==> src/rtl/input_conditioner_if.sv <==
// Bus bundle between the FPGA pins/CPU-side controls and the input conditioner.
// The master drives raw pins, clear strobes and masks. The slave returns the conditioned state.
interface input_conditioner_if #(
   parameter int unsigned WIDTH = 14
);
   logic [WIDTH-1:0] raw_in;
   logic [WIDTH-1:0] clear_in;
   logic [WIDTH-1:0] irq_mask;
   logic [WIDTH-1:0] clean_out;
   logic [WIDTH-1:0] rise_out;
   logic [WIDTH-1:0] fall_out;
   logic [WIDTH-1:0] edge_capture;
   logic             irq_out;

   modport master (
      output raw_in, clear_in, irq_mask,
      input  clean_out, rise_out, fall_out, edge_capture, irq_out
   );

   modport slave (
      input  raw_in, clear_in, irq_mask,
      output clean_out, rise_out, fall_out, edge_capture, irq_out
   );
endinterface

==> src/rtl/input_conditioner.sv <==
// Per-bit synchroniser, polarity normaliser and counter debouncer.
// It also provides edge pulses, a sticky edge capture register and a masked level IRQ.
module input_conditioner #(
   parameter int unsigned      WIDTH           = 14,
   parameter logic [WIDTH-1:0] INVERT_MASK     = 14'b01_0000_0000_0011,
   parameter int unsigned      DEBOUNCE_CYCLES = 500000,
   parameter int unsigned      CNT_WIDTH       = 20
) (
   input logic                clk_clk,
   input logic                reset_reset,
   input_conditioner_if.slave bus
);
   localparam logic [CNT_WIDTH-1:0] CNT_LAST = CNT_WIDTH'(DEBOUNCE_CYCLES - 1);

   logic [WIDTH-1:0]     s1_q, s2_q;
   logic [WIDTH-1:0]     stable_q, stable_d;
   logic [WIDTH-1:0]     rise_q, rise_d;
   logic [WIDTH-1:0]     fall_q, fall_d;
   logic [WIDTH-1:0]     cap_q, cap_d;
   logic                 irq_q, irq_d;
   logic [CNT_WIDTH-1:0] cnt_q [WIDTH];
   logic [CNT_WIDTH-1:0] cnt_d [WIDTH];
   logic [WIDTH-1:0]     c;
   logic [WIDTH-1:0]     accept;

   always_comb begin
      c      = s2_q ^ INVERT_MASK;
      accept = '0;
      for (int unsigned i = 0; i < WIDTH; i++) begin
         cnt_d[i] = '0;
         if (c[i] != stable_q[i]) begin
            if (cnt_q[i] == CNT_LAST) accept[i] = 1'b1;
            else                      cnt_d[i]  = cnt_q[i] + 1'b1;
         end
      end
      stable_d = (stable_q & ~accept) | (c & accept);
      rise_d   = accept & c;
      fall_d   = accept & ~c;
      // Set dominates a simultaneous clear on the same bit.
      cap_d    = (cap_q & ~bus.clear_in) | accept;
      irq_d    = |(cap_q & bus.irq_mask);
   end

   always_ff @(posedge clk_clk or posedge reset_reset) begin
      if (reset_reset) begin
         s1_q     <= INVERT_MASK;
         s2_q     <= INVERT_MASK;
         stable_q <= '0;
         rise_q   <= '0;
         fall_q   <= '0;
         cap_q    <= '0;
         irq_q    <= 1'b0;
         for (int unsigned i = 0; i < WIDTH; i++) cnt_q[i] <= '0;
      end else begin
         s1_q     <= bus.raw_in;
         s2_q     <= s1_q;
         stable_q <= stable_d;
         rise_q   <= rise_d;
         fall_q   <= fall_d;
         cap_q    <= cap_d;
         irq_q    <= irq_d;
         for (int unsigned i = 0; i < WIDTH; i++) cnt_q[i] <= cnt_d[i];
      end
   end

   assign bus.clean_out    = stable_q;
   assign bus.rise_out     = rise_q;
   assign bus.fall_out     = fall_q;
   assign bus.edge_capture = cap_q;
   assign bus.irq_out      = irq_q;
endmodule

==> src/flat_wrapper.sv <==
// flat-port wrapper written by rule: the top's interface ports become plain ports
module input_conditioner_flat 
#(
   parameter int unsigned      WIDTH           = 14,
   parameter logic [WIDTH-1:0] INVERT_MASK     = 14'b01_0000_0000_0011,
   parameter int unsigned      DEBOUNCE_CYCLES = 500000,
   parameter int unsigned      CNT_WIDTH       = 20
)
  (clk_clk, reset_reset, bus_raw_in, bus_clear_in, bus_irq_mask, bus_clean_out, bus_rise_out, bus_fall_out, bus_edge_capture, bus_irq_out);
  input_conditioner_if #(.WIDTH(WIDTH)) bus_i ();
  input logic clk_clk;
  input logic reset_reset;
  input wire logic [$bits(bus_i.raw_in)-1:0] bus_raw_in;
  input wire logic [$bits(bus_i.clear_in)-1:0] bus_clear_in;
  input wire logic [$bits(bus_i.irq_mask)-1:0] bus_irq_mask;
  output wire logic [$bits(bus_i.clean_out)-1:0] bus_clean_out;
  output wire logic [$bits(bus_i.rise_out)-1:0] bus_rise_out;
  output wire logic [$bits(bus_i.fall_out)-1:0] bus_fall_out;
  output wire logic [$bits(bus_i.edge_capture)-1:0] bus_edge_capture;
  output wire logic [$bits(bus_i.irq_out)-1:0] bus_irq_out;
  assign bus_i.raw_in = bus_raw_in;
  assign bus_i.clear_in = bus_clear_in;
  assign bus_i.irq_mask = bus_irq_mask;
  assign bus_clean_out = bus_i.clean_out;
  assign bus_rise_out = bus_i.rise_out;
  assign bus_fall_out = bus_i.fall_out;
  assign bus_edge_capture = bus_i.edge_capture;
  assign bus_irq_out = bus_i.irq_out;
  input_conditioner #(.WIDTH(WIDTH), .INVERT_MASK(INVERT_MASK), .DEBOUNCE_CYCLES(DEBOUNCE_CYCLES), .CNT_WIDTH(CNT_WIDTH)) u_core (.clk_clk(clk_clk), .reset_reset(reset_reset), .bus(bus_i));
endmodule
==> config.mk <==
export PLATFORM = sky130hd
export DESIGN_NAME = input_conditioner_flat
export DESIGN_NICKNAME = d
export VERILOG_FILES = /design/src/rtl/input_conditioner_if.sv /design/src/rtl/input_conditioner.sv /design/src/flat_wrapper.sv
export SDC_FILE = /design/constraint.sdc
export NUM_CORES = 1
export LEC_CHECK = 0
export ABC_AREA = 1
export CORE_ASPECT_RATIO = 0.75
export CORE_MARGIN = 2
export CORE_UTILIZATION = 59
export DETAILED_ROUTE_END_ITERATION = 10
export DONT_BUFFER_PORTS = 1
export HOLD_SLACK_MARGIN = 0.02
export PLACE_DENSITY_LB_ADDON = 0.12
export SLEW_MARGIN = 20
export SYNTH_ARGS = -nofsm -noshare
export SYNTH_HDL_FRONTEND = slang
export SYNTH_SLANG_ARGS = --single-unit
==> constraint.sdc <==
create_clock -name clk_clk -period 32.8 [get_ports clk_clk]
set_input_delay 9.84 -clock clk_clk [delete_from_list [all_inputs] [get_ports clk_clk]]
set_output_delay 9.84 -clock clk_clk [all_outputs]
set_load 0.01 [all_outputs]
==> impl_metrics.py, run 1 <==
metrics = {
    "floorplanning": {
        "rows": 55,
        "fp.dieArea_um2": 32500,
        "die_w_um": 208,
        "die_h_um": 157,
        "start_util_pct": 60.4,
        "core_um2": 30300,
        "io_pins": 101,
    },
    "outcome": {
        "status": "finished, final reports clean",
    },
    "synthesis": {
        "synthCells": 2243,
        "ys_async_sr_fraction_pct": 100,
        "synthesis.area_um2": 18300,
        "synth_top_cells_by_area": "dfrtp_1, nor2_1, nand2_1, inv_1, nor2_4",
        "syn_nets": 2301,
        "ys.flop_type": "dfrtp_1",
        "syn_area_per_cell_um2": 8.17,
        "yosysTopAreaCell": "dfrtp_1",
        "synth_warnings": 0,
        "yosysMostFrequentCell": "nor2_1",
        "synth_edf_count": 0,
        "ys_seq_elements": 365,
        "yosys-top-cells-count": "nor2_1, nand2_1, dfrtp_1",
        "synth.distinct_cells": 32,
        "synth_top_area_share_pct": 49.0,
        "ys_seq_area_share_pct": 49.9,
    },
    "drt": {
        "route.detailed.drc": 0,
        "via_per_inst": 5.06,
        "num_vias": 13700,
        "drt_first_pass_iters": 5,
        "antenna_left": 0,
        "drt_iter0_drc": 852,
        "wl_per_cell_um": 13.0,
        "finalWirelength_um": 35300,
    },
    "timing": {
        "setup_viol": 0,
        "holdWs_ns": 0.353,
        "min_period_ns": 10.93,
        "hold_viol": 0,
        "fin_ws_ns": 21.87,
        "clock_skew_ns": 0.0146,
        "finalCritPeriodShare_pct": 33.3,
        "drv_slew": 0,
        "rsz0062_at_grt": "false",
        "fin_setup_tns_ns": 0,
        "max_slew_margin_pct": 37.2,
        "worstMarginPinSlew_ns": 0.943,
        "max_freq_mhz": 91.5,
    },
    "min_path": {
        "min_from": "u_core.s1_q[4]$_DFF_PP0_",
        "whs_endpoint": "u_core.s2_q[4]$_DFF_PP0_",
        "worstHoldPathType": "flip-flop to flip-flop",
        "whs_path_depth": 0,
    },
    "clocking": {
        "cts_tree": "built",
        "ctsRootBufferMaster": "clkbuf_16",
        "cts-resized-gates": 0,
        "clockBufferDepth": 3,
        "htreeDepth": 2,
        "clock_latency_ns": 0.53,
        "cts_made_buffers": 39,
        "ctsHoldBuffers": 0,
        "postCtsSetupBuffers": 0,
        "cts.sinks": 365,
        "clkTransAtPathRegs_ns": 0.05,
    },
    "power": {
        "ir_drop_v": 0.0000419,
        "power_mw": 0.943,
        "leakage_nw": 8.92,
        "cellPowerDensity_nw_per_um2": 46.7,
    },
    "critical_path": {
        "cp_num_cells": 0,
        "critPathRequiredTime_ns": 22.96,
        "timing.rr.end": "u_core.cnt_q[3]$_DFF_PP0_",
        "path_class": "flip-flop to primary output",
        "crit_path_end_kind": "primary output",
        "rrSetupSlack_ns": 30.82,
        "r2r_cells": 6,
        "crit_arrival_ns": 1.09,
        "cp_max_fo": 3,
        "start_kind": "flip-flop",
    },
    "finish": {
        "ff_latch_area_um2": 9140,
        "layout-drive-gt1-share_pct": 12.4,
        "multi_input_area_um2": 8220,
        "nFillCells": 2488,
        "area_delta_synth_final_pct": 10.2,
        "diodes": 0,
        "nNetsFinal": 2342,
        "fin_cells": 2710,
    },
    "placed_design": {
        "dp.cells": 2642,
        "dp_hpwl_um": 25300,
        "preCtsSetupSlack_ns": 21.30,
        "routabilityCongestion": 0.905,
        "portBuffers": 0,
    },
    "global_routing": {
        "grt_pass1_wl_um": 60800,
        "grt_usage_pct": 22.4,
        "antenna_found_initial": 0,
        "grt_max_degree": 163,
        "grt_pass1_vias": 13000,
        "grt-ovfl-total": 0,
    },
    "run": {
        "maxCapViolCount": 0,
    },
}
[per-layer routing]
layer  wire length (um)  track usage (%)  up-vias
met1              17600             32.7     6407
li1                   -                -     7018
met3               1630             3.99       48
met5                  0                0        -
met4                681             5.95        0
met2              15400             34.8      247
[cell families after synthesis]
group	Yosys count	synth area share (%)
DFF	365	49.9
AOI/OAI and AO/OA	70	2.17
adders and majority gates	14	0.956
xor gates and xnor gates	135	6.45
buffers and inverters	258	5.30
and+or+nand+nor	1401	35.3
[worst max path at each step]
stage,start,to,slack [ns]
after floorplan,reset_reset,asynchronous set/reset pin,12.84
after global placement,reset_reset,u_core.bus.fall_out[7]$_DFF_PP0_,21.33
after detailed placement,reset_reset,u_core.bus.fall_out[7]$_DFF_PP0_,21.30
after CTS,u_core.bus.edge_capture[4]$_DFF_PP0_,bus_edge_capture[4],21.83
after global routing,reset_reset,u_core.bus.fall_out[13]$_DFF_PP0_,21.64
final,u_core.bus.edge_capture[4]$_DFF_PP0_,bus_edge_capture[4],21.87
[layout by cell type (no fill, tap or decap), drive strengths merged]
cell type / count
clkinvlp: 1
o21ai: 19
o22ai: 14
nand4: 25
dfrtp: 359
buf: 2
ha: 14
clkinv: 6
a211oi: 1
nor3: 49
nor3b: 13
nand3b: 2
a22o: 2
and2: 19
dfstp: 6
a21oi: 27
inv: 257
nor4: 5
a221oi: 2
o21bai: 2
clkbuf: 55
nand2: 495
nand3: 116
o21a: 3
xor2: 72
bufinv: 5
nor2: 677
xnor2: 63
[per-stage QoR]
stage	area [um^2]	util, %
floorplan	18300	-
global placement	18900	62.1
detailed placement	18900	62.1
CTS	20200	66.6
global route	20200	66.6
finish	20200	66.6
[area by class of cell]
type | instances | share of cell area (%)
sequential | 365 | 45.3
multi-input combinational | 1620 | 40.7
clock buffer | 55 | 5.64
inverter | 256 | 4.79
tap | 399 | 2.47
clock inverter | 13 | 1.01
timing repair buffer | 2 | 0.136
[flip-flops by register name, indices dropped and copies added (netlist names), named ones only]
| name | flops |
|---|---|
| u_core.cnt_q | 280 |
| u_core.bus.edge_capture | 14 |
| u_core.bus.fall_out | 14 |
| u_core.bus.rise_out | 14 |
| u_core.s1_q | 14 |
| u_core.s2_q | 14 |
| u_core.bus.irq_out | 1 |
[power breakdown]
| part | total (mW) | switching (mW) | internal [mW] | leakage (nW) |
|---|---|---|---|---|
| Clock | 0.456 | 0.175 | 0.281 | 0.657 |
| Sequential | 0.461 | 0.00432 | 0.457 | 4.99 |
| Combinational | 0.0262 | 0.0203 | 0.00586 | 3.27 |
| Total | 0.943 | 0.200 | 0.744 | 8.92 |
Note: power is estimated with default switching activity, not from simulation.
==> inputs of run 2 (changes only) <==
CORE_UTILIZATION = 58   (was 59)
clock period = 9.33 ns   (was 32.8 ns; I/O delays follow)
==> run 2 against run 1 <==
Effect of this change:
- first-iteration DRC count is 8.1% higher
- via count is 0.69% lower
- flip-flop and latch count stayed put
- total power grew to 3.5 times the previous value
- core utilization is 2.0 points lower
- count of clock-buffer cells in the layout is 5 lower
- global-route usage is 0.28 points higher
- worst setup slack worse by 16 ns
- hold slack worse by 0.0057 ns
- register-to-register slack worse by 24 ns
- critical endpoint is now bus_edge_capture[1]
==> impl_metrics.py, run 2 (synthesis results as in run 1) <==
metrics = {
    "clocking": {
        "postCtsSetupBuffers": 0,
        "ctsRootBufferMaster": "clkbuf_16",
        "ctsHoldBuffers": 0,
        "htreeDepth": 2,
        "cts-resized-gates": 0,
        "clock_latency_ns": 0.52,
        "clockBufferDepth": 3,
        "cts.sinks": 365,
        "cts_tree": "built",
        "clkTransAtPathRegs_ns": 0.06,
        "cts_made_buffers": 37,
    },
    "timing": {
        "worstMarginPinSlew_ns": 0.992,
        "max_slew_margin_pct": 33.9,
        "rsz0062_at_grt": "false",
        "holdWs_ns": 0.347,
        "clock_skew_ns": 0.0111,
        "finalCritPeriodShare_pct": 41.6,
        "fin_ws_ns": 5.45,
        "setup_viol": 0,
        "fin_setup_tns_ns": 0,
        "hold_viol": 0,
        "max_freq_mhz": 258,
        "min_period_ns": 3.88,
        "drv_slew": 0,
    },
    "drt": {
        "route.detailed.drc": 0,
        "drt_first_pass_iters": 5,
        "drt_iter0_drc": 921,
        "finalWirelength_um": 36200,
        "num_vias": 13600,
        "via_per_inst": 5.02,
        "antenna_left": 0,
        "wl_per_cell_um": 13.4,
    },
    "global_routing": {
        "grt_pass1_wl_um": 62100,
        "grt_pass1_vias": 13000,
        "grt-ovfl-total": 0,
        "antenna_found_initial": 0,
        "grt_max_degree": 176,
        "grt_usage_pct": 22.7,
    },
    "floorplanning": {
        "start_util_pct": 58.8,
        "fp.dieArea_um2": 33100,
        "rows": 56,
        "io_pins": 101,
        "die_h_um": 158,
        "core_um2": 31200,
        "die_w_um": 209,
    },
    "finish": {
        "multi_input_area_um2": 8220,
        "nFillCells": 2628,
        "layout-drive-gt1-share_pct": 12.4,
        "regMostFlops": "u_core.cnt_q",
        "ff_latch_area_um2": 9140,
        "largest_reg_flops": 280,
        "final_cell_mix": "nor2_1, nand2_1, dfrtp_1, inv_1, nand3_1",
        "nNetsFinal": 2340,
        "area_delta_synth_final_pct": 9.87,
        "diodes": 0,
        "final_common_cell": "nor2_1",
    },
    "min_path": {
        "worstHoldPathType": "flip-flop to flip-flop",
    },
    "placed_design": {
        "portBuffers": 0,
        "dp_hpwl_um": 25900,
        "routabilityCongestion": 0.885,
        "preCtsSetupSlack_ns": 5.19,
    },
    "power": {
        "ir_drop_v": 0.000150,
        "cellPowerDensity_nw_per_um2": 162,
        "power_mw": 3.27,
        "leakage_nw": 8.89,
    },
    "critical_path": {
        "cp_max_fo": 3,
        "crit_arrival_ns": 1.08,
        "start_kind": "flip-flop",
        "path_class": "flip-flop to primary output",
        "crit_path_end_kind": "primary output",
        "critPathRequiredTime_ns": 6.53,
    },
    "run": {
        "maxCapViolCount": 0,
    },
    "outcome": {
        "status": "finished, final reports clean",
    },
}
-- run 2: final timing paths --
check	cells past startpoint	endpoint	slack, ns	startpoint
hold / removal	0	u_core.s2_q[10]$_DFF_PP0_	0.35	u_core.s1_q[10]$_DFF_PP0_
max in group asynchronous	2	u_core.cnt_q[55]$_DFF_PP0_	5.76	reset_reset
min in group asynchronous	1	u_core.bus.rise_out[12]$_DFF_PP0_	2.23	reset_reset
setup / recovery	0	bus_edge_capture[1]	5.45	u_core.bus.edge_capture[1]$_DFF_PP0_
setup reg to reg	6	u_core.cnt_q[0]$_DFF_PP0_	7.27	flip-flop
hold reg to reg	0	u_core.s2_q[10]$_DFF_PP0_	0.35	u_core.s1_q[10]$_DFF_PP0_
-- run 2: where the power goes --
group          internal (mW)  leakage [nW]  switching (mW)
sequential              1.60          4.99          0.0150
clock                  0.949         0.626           0.607
combinational         0.0210          3.27          0.0715
total                   2.57          8.89           0.694
-- run 2: cell type report --
class,instances,share of cell area [%]
Clock buffer,50,5.19
Clock inverter,14,1.11
Inverter,256,4.79
Multi-Input combinational cell,1620,40.8
Sequential cell,365,45.4
Tap cell,406,2.52
Timing Repair Buffer,2,0.199
-- run 2: metal layers --
layer  track usage, %  routed length (um)  share of wire, %  up-vias
li1                 -                   -                 -     6997
met1             33.9               18200                50     6321
met2             34.0               15300                42      260
met3             4.13                1840               5.1       48
met4             6.53                 849               2.3        0
met5                0                   0                 0        -
-- run 2: through the flow --
stage / cells / cell area (um^2) / utilization [%]
floorplan: 2243 / 18300 / -
global route: 2713 / 20100 / 64.6
finish: 2713 / 20100 / 64.6
CTS: 2713 / 20100 / 64.6
detailed placement: 2649 / 18900 / 60.5
global placement: 2649 / 18900 / 60.5
-- run 2: worst register-to-register path: cells and delay by family (launching register included) --
family | cells | cell delay [ns]
AND/OR/NAND/NOR | 4 | 1.07
buffers and inverters | 2 | 0.41
flip-flops | 1 | 0.46
